==> config.mk <==
export PLATFORM = sky130hd
export DESIGN_NAME = gecko_mem_arbiter
export DESIGN_NICKNAME = d
export VERILOG_FILES = /design/src/rtl/gecko_mem_arbiter.sv
export SDC_FILE = /design/constraint.sdc
export NUM_CORES = 1
export LEC_CHECK = 0
export CAP_MARGIN = 20
export CORE_AREA = 5 5 122 124
export CTS_BUF_LIST = sky130_fd_sc_hd__clkbuf_16
export DETAILED_ROUTE_END_ITERATION = 8
export DIE_AREA = 0 0 127 129
export PLACE_DENSITY = 0.69
export SLEW_MARGIN = 0
export SYNTH_ARGS = -nofsm -noshare
export SYNTH_HDL_FRONTEND = slang
export SYNTH_SLANG_ARGS = --single-unit
==> constraint.sdc <==
create_clock -name clk -period 2.9 [get_ports clk]
set_clock_uncertainty 0.2 [all_clocks]
set_input_delay 0.58 -clock clk [delete_from_list [all_inputs] [get_ports clk]]
set_output_delay 0.58 -clock clk [all_outputs]
set_load 0.03 [all_outputs]
==> src/rtl/gecko_mem_arbiter.sv <==
// rtl/gecko_mem_arbiter.sv - two-requester round-robin memory arbiter with in-order read response routing
module gecko_mem_arbiter #(
   parameter int ADDR_WIDTH      = 32,
   parameter int DATA_WIDTH      = 32,
   parameter int MAX_OUTSTANDING = 4
) (
   input  logic                                 clk,
   input  logic                                 rst,
   input  logic                                 req0_valid,
   output logic                                 req0_ready,
   input  logic                                 req0_read_enable,
   input  logic [DATA_WIDTH/8-1:0]              req0_write_enable,
   input  logic [ADDR_WIDTH-1:0]                req0_addr,
   input  logic [DATA_WIDTH-1:0]                req0_data,
   input  logic                                 req1_valid,
   output logic                                 req1_ready,
   input  logic                                 req1_read_enable,
   input  logic [DATA_WIDTH/8-1:0]              req1_write_enable,
   input  logic [ADDR_WIDTH-1:0]                req1_addr,
   input  logic [DATA_WIDTH-1:0]                req1_data,
   output logic                                 rsp0_valid,
   input  logic                                 rsp0_ready,
   output logic [DATA_WIDTH-1:0]                rsp0_data,
   output logic                                 rsp1_valid,
   input  logic                                 rsp1_ready,
   output logic [DATA_WIDTH-1:0]                rsp1_data,
   output logic                                 mem_req_valid,
   input  logic                                 mem_req_ready,
   output logic                                 mem_req_read_enable,
   output logic [DATA_WIDTH/8-1:0]              mem_req_write_enable,
   output logic [ADDR_WIDTH-1:0]                mem_req_addr,
   output logic [DATA_WIDTH-1:0]                mem_req_data,
   input  logic                                 mem_rsp_valid,
   output logic                                 mem_rsp_ready,
   input  logic [DATA_WIDTH-1:0]                mem_rsp_data,
   output logic [$clog2(MAX_OUTSTANDING):0]     outstanding,
   output logic                                 rsp_error
);
   localparam int PTR_WIDTH = $clog2(MAX_OUTSTANDING);
   localparam int CNT_WIDTH = PTR_WIDTH + 1;
   localparam logic [CNT_WIDTH-1:0] CNT_FULL = CNT_WIDTH'(MAX_OUTSTANDING);

   logic                       last_grant;
   logic                       lock_valid;
   logic                       lock_id;
   logic [PTR_WIDTH-1:0]       wr_ptr;
   logic [PTR_WIDTH-1:0]       rd_ptr;
   logic [MAX_OUTSTANDING-1:0] order_fifo;
   logic                       full, elig0, elig1;
   logic                       grant_valid, grant_id;
   logic                       accept, push, pop, has_out, head_id;

   assign full  = (outstanding == CNT_FULL);
   assign elig0 = req0_valid & (~req0_read_enable | ~full);
   assign elig1 = req1_valid & (~req1_read_enable | ~full);

   // A stalled winner keeps the grant until memory accepts it.
   always_comb begin
      grant_valid = 1'b0;
      grant_id    = 1'b0;
      if (rst) begin
         if (lock_valid && (lock_id ? elig1 : elig0)) begin
            grant_valid = 1'b1;
            grant_id    = lock_id;
         end else if (elig0 && elig1) begin
            grant_valid = 1'b1;
            grant_id    = ~last_grant;
         end else if (elig0) begin
            grant_valid = 1'b1;
            grant_id    = 1'b0;
         end else if (elig1) begin
            grant_valid = 1'b1;
            grant_id    = 1'b1;
         end
      end
   end

   always_comb begin
      mem_req_read_enable  = 1'b0;
      mem_req_write_enable = '0;
      mem_req_addr         = '0;
      mem_req_data         = '0;
      if (grant_valid) begin
         if (grant_id) begin
            mem_req_read_enable  = req1_read_enable;
            mem_req_write_enable = req1_write_enable;
            mem_req_addr         = req1_addr;
            mem_req_data         = req1_data;
         end else begin
            mem_req_read_enable  = req0_read_enable;
            mem_req_write_enable = req0_write_enable;
            mem_req_addr         = req0_addr;
            mem_req_data         = req0_data;
         end
      end
   end

   assign mem_req_valid = grant_valid;
   assign req0_ready    = grant_valid & ~grant_id & mem_req_ready;
   assign req1_ready    = grant_valid &  grant_id & mem_req_ready;
   assign accept        = grant_valid & mem_req_ready;
   assign push          = accept & mem_req_read_enable;

   // Responses are steered to whoever issued the oldest outstanding read.
   assign has_out       = (outstanding != '0);
   assign head_id       = order_fifo[rd_ptr];
   assign rsp0_valid    = rst & has_out & ~head_id & mem_rsp_valid;
   assign rsp1_valid    = rst & has_out &  head_id & mem_rsp_valid;
   assign rsp0_data     = (has_out & ~head_id) ? mem_rsp_data : '0;
   assign rsp1_data     = (has_out &  head_id) ? mem_rsp_data : '0;
   assign mem_rsp_ready = rst & has_out & (head_id ? rsp1_ready : rsp0_ready);
   assign pop           = mem_rsp_valid & mem_rsp_ready;

   always_ff @(posedge clk or negedge rst) begin
      if (!rst) begin
         last_grant  <= 1'b1;
         lock_valid  <= 1'b0;
         lock_id     <= 1'b0;
         wr_ptr      <= '0;
         rd_ptr      <= '0;
         order_fifo  <= '0;
         outstanding <= '0;
         rsp_error   <= 1'b0;
      end else begin
         if (accept) last_grant <= grant_id;
         lock_valid <= grant_valid & ~mem_req_ready;
         lock_id    <= grant_id;
         if (push) begin
            order_fifo[wr_ptr] <= grant_id;
            wr_ptr             <= wr_ptr + PTR_WIDTH'(1);
         end
         if (pop) rd_ptr <= rd_ptr + PTR_WIDTH'(1);
         case ({push, pop})
            2'b10:   outstanding <= outstanding + CNT_WIDTH'(1);
            2'b01:   outstanding <= outstanding - CNT_WIDTH'(1);
            default: outstanding <= outstanding;
         endcase
         if (mem_rsp_valid && !has_out) rsp_error <= 1'b1;
      end
   end
endmodule

==> results.cfg <==
[routing]
first_pass_iters = 4
highest_layer = met5
wl_um = 14500
routed_via_density = 4.36
wl_met1_um = 5170
antenna_left = 0
drc_errors = 0
drt_iter0_markers = 117
vias = 3315
avgRoutedWirePerCell_um = 19.0
wl_met3_um = 1170
dr_wl_met2_um = 7760

[floorplan]
initial_core_util_pct = 14.7
core-area_sq_um = 13700
fp.dieW_um = 127
die_y_um = 129
num_io_pins = 321
dieArea_sq_um = 16400
std_cell_rows = 43

[final_layout]
drive_gt1_share_pct = 34.9
final_common_cell = clkdlybuf4s50_1
num-fill-cells = 1319
finish.instance_area_sq_um = 5850
layout_common_cells = clkdlybuf4s50_1 (176), buf_4 (127), and2_1 (64), a22o_1 (63), buf_6 (28)
final_util_pct = 42.8
diodes = 0
syn_to_final_growth_pct = 190
final_nets = 766
final_cells = 761

[power_and_ir_drop]
power_frac_seq_pct = 11.5
leakage_nw = 2.65
power.net_switching_mw = 1.52
power_frac_clock_pct = 8.2
comb_power_share_pct = 80.3
netSwitchingFraction_pct = 47.9
powerDensity_nw_per_um2 = 543
p_int_mw = 1.65
irDropWorstVdd_mv = 0.338

[run_status]
status = complete, no violations

[global_route]
antenna_found_initial = 1
grt_pass1_vias = 3460
track_usage_pct = 15.8
grt_max_degree = 34
grt-ovfl-total = 0
grt_pass1_wl_um = 20300

[synthesis]
ys_warn_count = 0
synth_edf_count = 0
ys_seq_area_share_pct = 18.7
synth_area_sq_um = 2010
syn_inst = 240
syn-num-nets = 424
async_reset_ff_share_pct = 100
synth-main-ff-cell = dfrtp_1
synth_cell_type_count = 38
post_synth.cell_area_avg_sq_um = 8.39
ys_seq_elements = 15

[sta]
min_period_ps = 2830
max_freq_mhz = 353
timing.hold.ws_ps = 208
setup_viol = 0
worst_pin_slew_ps = 508
drv_slew = 0
finalSetupTns_ps = 0
maxSlewHeadroom_pct = 65.8
hold_viol_final = 0
finalCritPeriodShare_pct = 97.6
rsz0062_at_grt = false

[setup_path]
end_kind = output pin
worst-endpoint-required_ps = 2120
critPathMaxFanout = 9
path_class = flop to output pin
crit_arrival_ps = 2050
startpoint_type = flop

[clock_network]
cts-root-buf = clkbuf_16
cts_tree = built
max-clock-path-buffers = 2
cts_buffers = 3
clock-sinks = 15
path_clk_slew_ps = 50
insertion_delay_ps = 240
htree_levels = 1

[placed_design]
hpwl_um = 11900
place_congestion = 0.972
port-buffer-count = 320
place_area_sq_um = 5320
dp.cells = 742

[hold_path]
hold_path.class = primary input to asynchronous set/reset pin

[job]
max-cap-violations = 0
-- per-stage QoR --
stage | worst slack [ps] | power, mW
after floorplan | 190 | 1.66
after global placement | -202 | 2.71
after detailed placement | -256 | 2.74
after CTS | 25.7 | 3.18
after global routing | 3.83 | 3.35
final | 68.3 | 3.18
-- metal layers --
metal	global-route usage (%)	vias up
li1	-	1567
met1	17.6	1569
met2	29.6	155
met3	4.65	22
met4	3.72	2
met5	0	-
-- path summary, 6_finish.rpt --
kind	from	depth (start not counted)	end	slack [ps]
setup reg to reg	outstanding[2]	12	outstanding[2]	190
setup / recovery	outstanding[0]	8	mem_req_data[13]	70
hold reg to reg	rsp_error	1	rsp_error	260
max in group asynchronous	rst	3	last_grant	1860
min in group clk	rsp_error	1	rsp_error	260
hold / removal	rst	2	outstanding[1]	210
-- power groups by stage --
| stage | logic, mW | registers, mW | clock network, mW |
|---|---|---|---|
| after CTS | 2.54 | 0.365 | 0.269 |
| after floorplan | 1.27 | 0.394 | 0 |
| final | 2.55 | 0.364 | 0.261 |
| after detailed placement | 2.38 | 0.362 | 0 |
| after global routing | 2.69 | 0.377 | 0.282 |
| after global placement | 2.35 | 0.358 | 0 |
-- kinds of logic (layout without fill, tap and decap cells) --
kind of cell               after synthesis  after routing  share of synthesized area [%]
and+or+nand+nor                         97             97                           29.3
adders and majority gates                6              6                           4.10
DFF                                     15             15                           18.7
muxes                                    5              5                           3.17
xor gates and xnor gates                 6              6                           2.61
buffers and inverters                   29            370                           6.83
AOI/OAI and AO/OA                       82             82                           35.3
-- cells in the mapped netlist (all sizes together) (3+ instances only) --
cell / instances / area, sq um
a21o: 3 / 23.8
a221o: 4 / 40.0
a22o: 68 / 596
and2: 64 / 400
buf: 14 / 81.3
clkbuf: 7 / 26.3
dfrtp: 14 / 350
ha: 5 / 62.6
inv: 8 / 30.0
mux2i: 3 / 30.0
nand2: 6 / 22.5
nand2b: 3 / 18.8
nand3: 3 / 15.0
nor2: 5 / 18.8
nor2b: 6 / 37.5
nor3: 4 / 25.0
xnor2: 3 / 26.3
xor2: 3 / 26.3
-- sequential cells by signal, indices dropped and copies added (netlist names) --
| register | cells |
|---|---|
| wr_ptr | 2 |
| rd_ptr | 2 |
| outstanding | 3 |
| rsp_error | 1 |
| last_grant | 1 |
| lock_valid | 1 |
| order_fifo | 4 |
| lock_id | 1 |
-- worst max-delay path, stage by stage, from the launching register on --
cell	delay, ps
dfrtp_2	430
nor3b_4	280
a21o_2	220
a31o_4	140
inv_8	50
buf_12	120
buf_12	130
a22o_1	250
buf_4	170
-- timing repair --
action / CTS / global route
setup buffers: 9 / 2
hold buffers: 0 / 0
gates resized for setup: 47 / 9
setup endpoints to repair: 70 / 44
pin swaps: 15 / 4
cloned: 4 / 1
-- final cells by class --
| cell class | instances | area [sq um] | area share, % |
|---|---|---|---|
| repair buffers | 358 | 3540 | 60.6 |
| well taps | 180 | 225 | 3.85 |
| flip-flops and latches | 15 | 379 | 6.49 |
| clock inverters | 1 | 3.75 | 0.0642 |
| clock buffers | 3 | 75.1 | 1.28 |
| multi-input cells | 196 | 1580 | 27.0 |
| inverters | 8 | 37.5 | 0.642 |
Power figures use the tool's default switching activity.
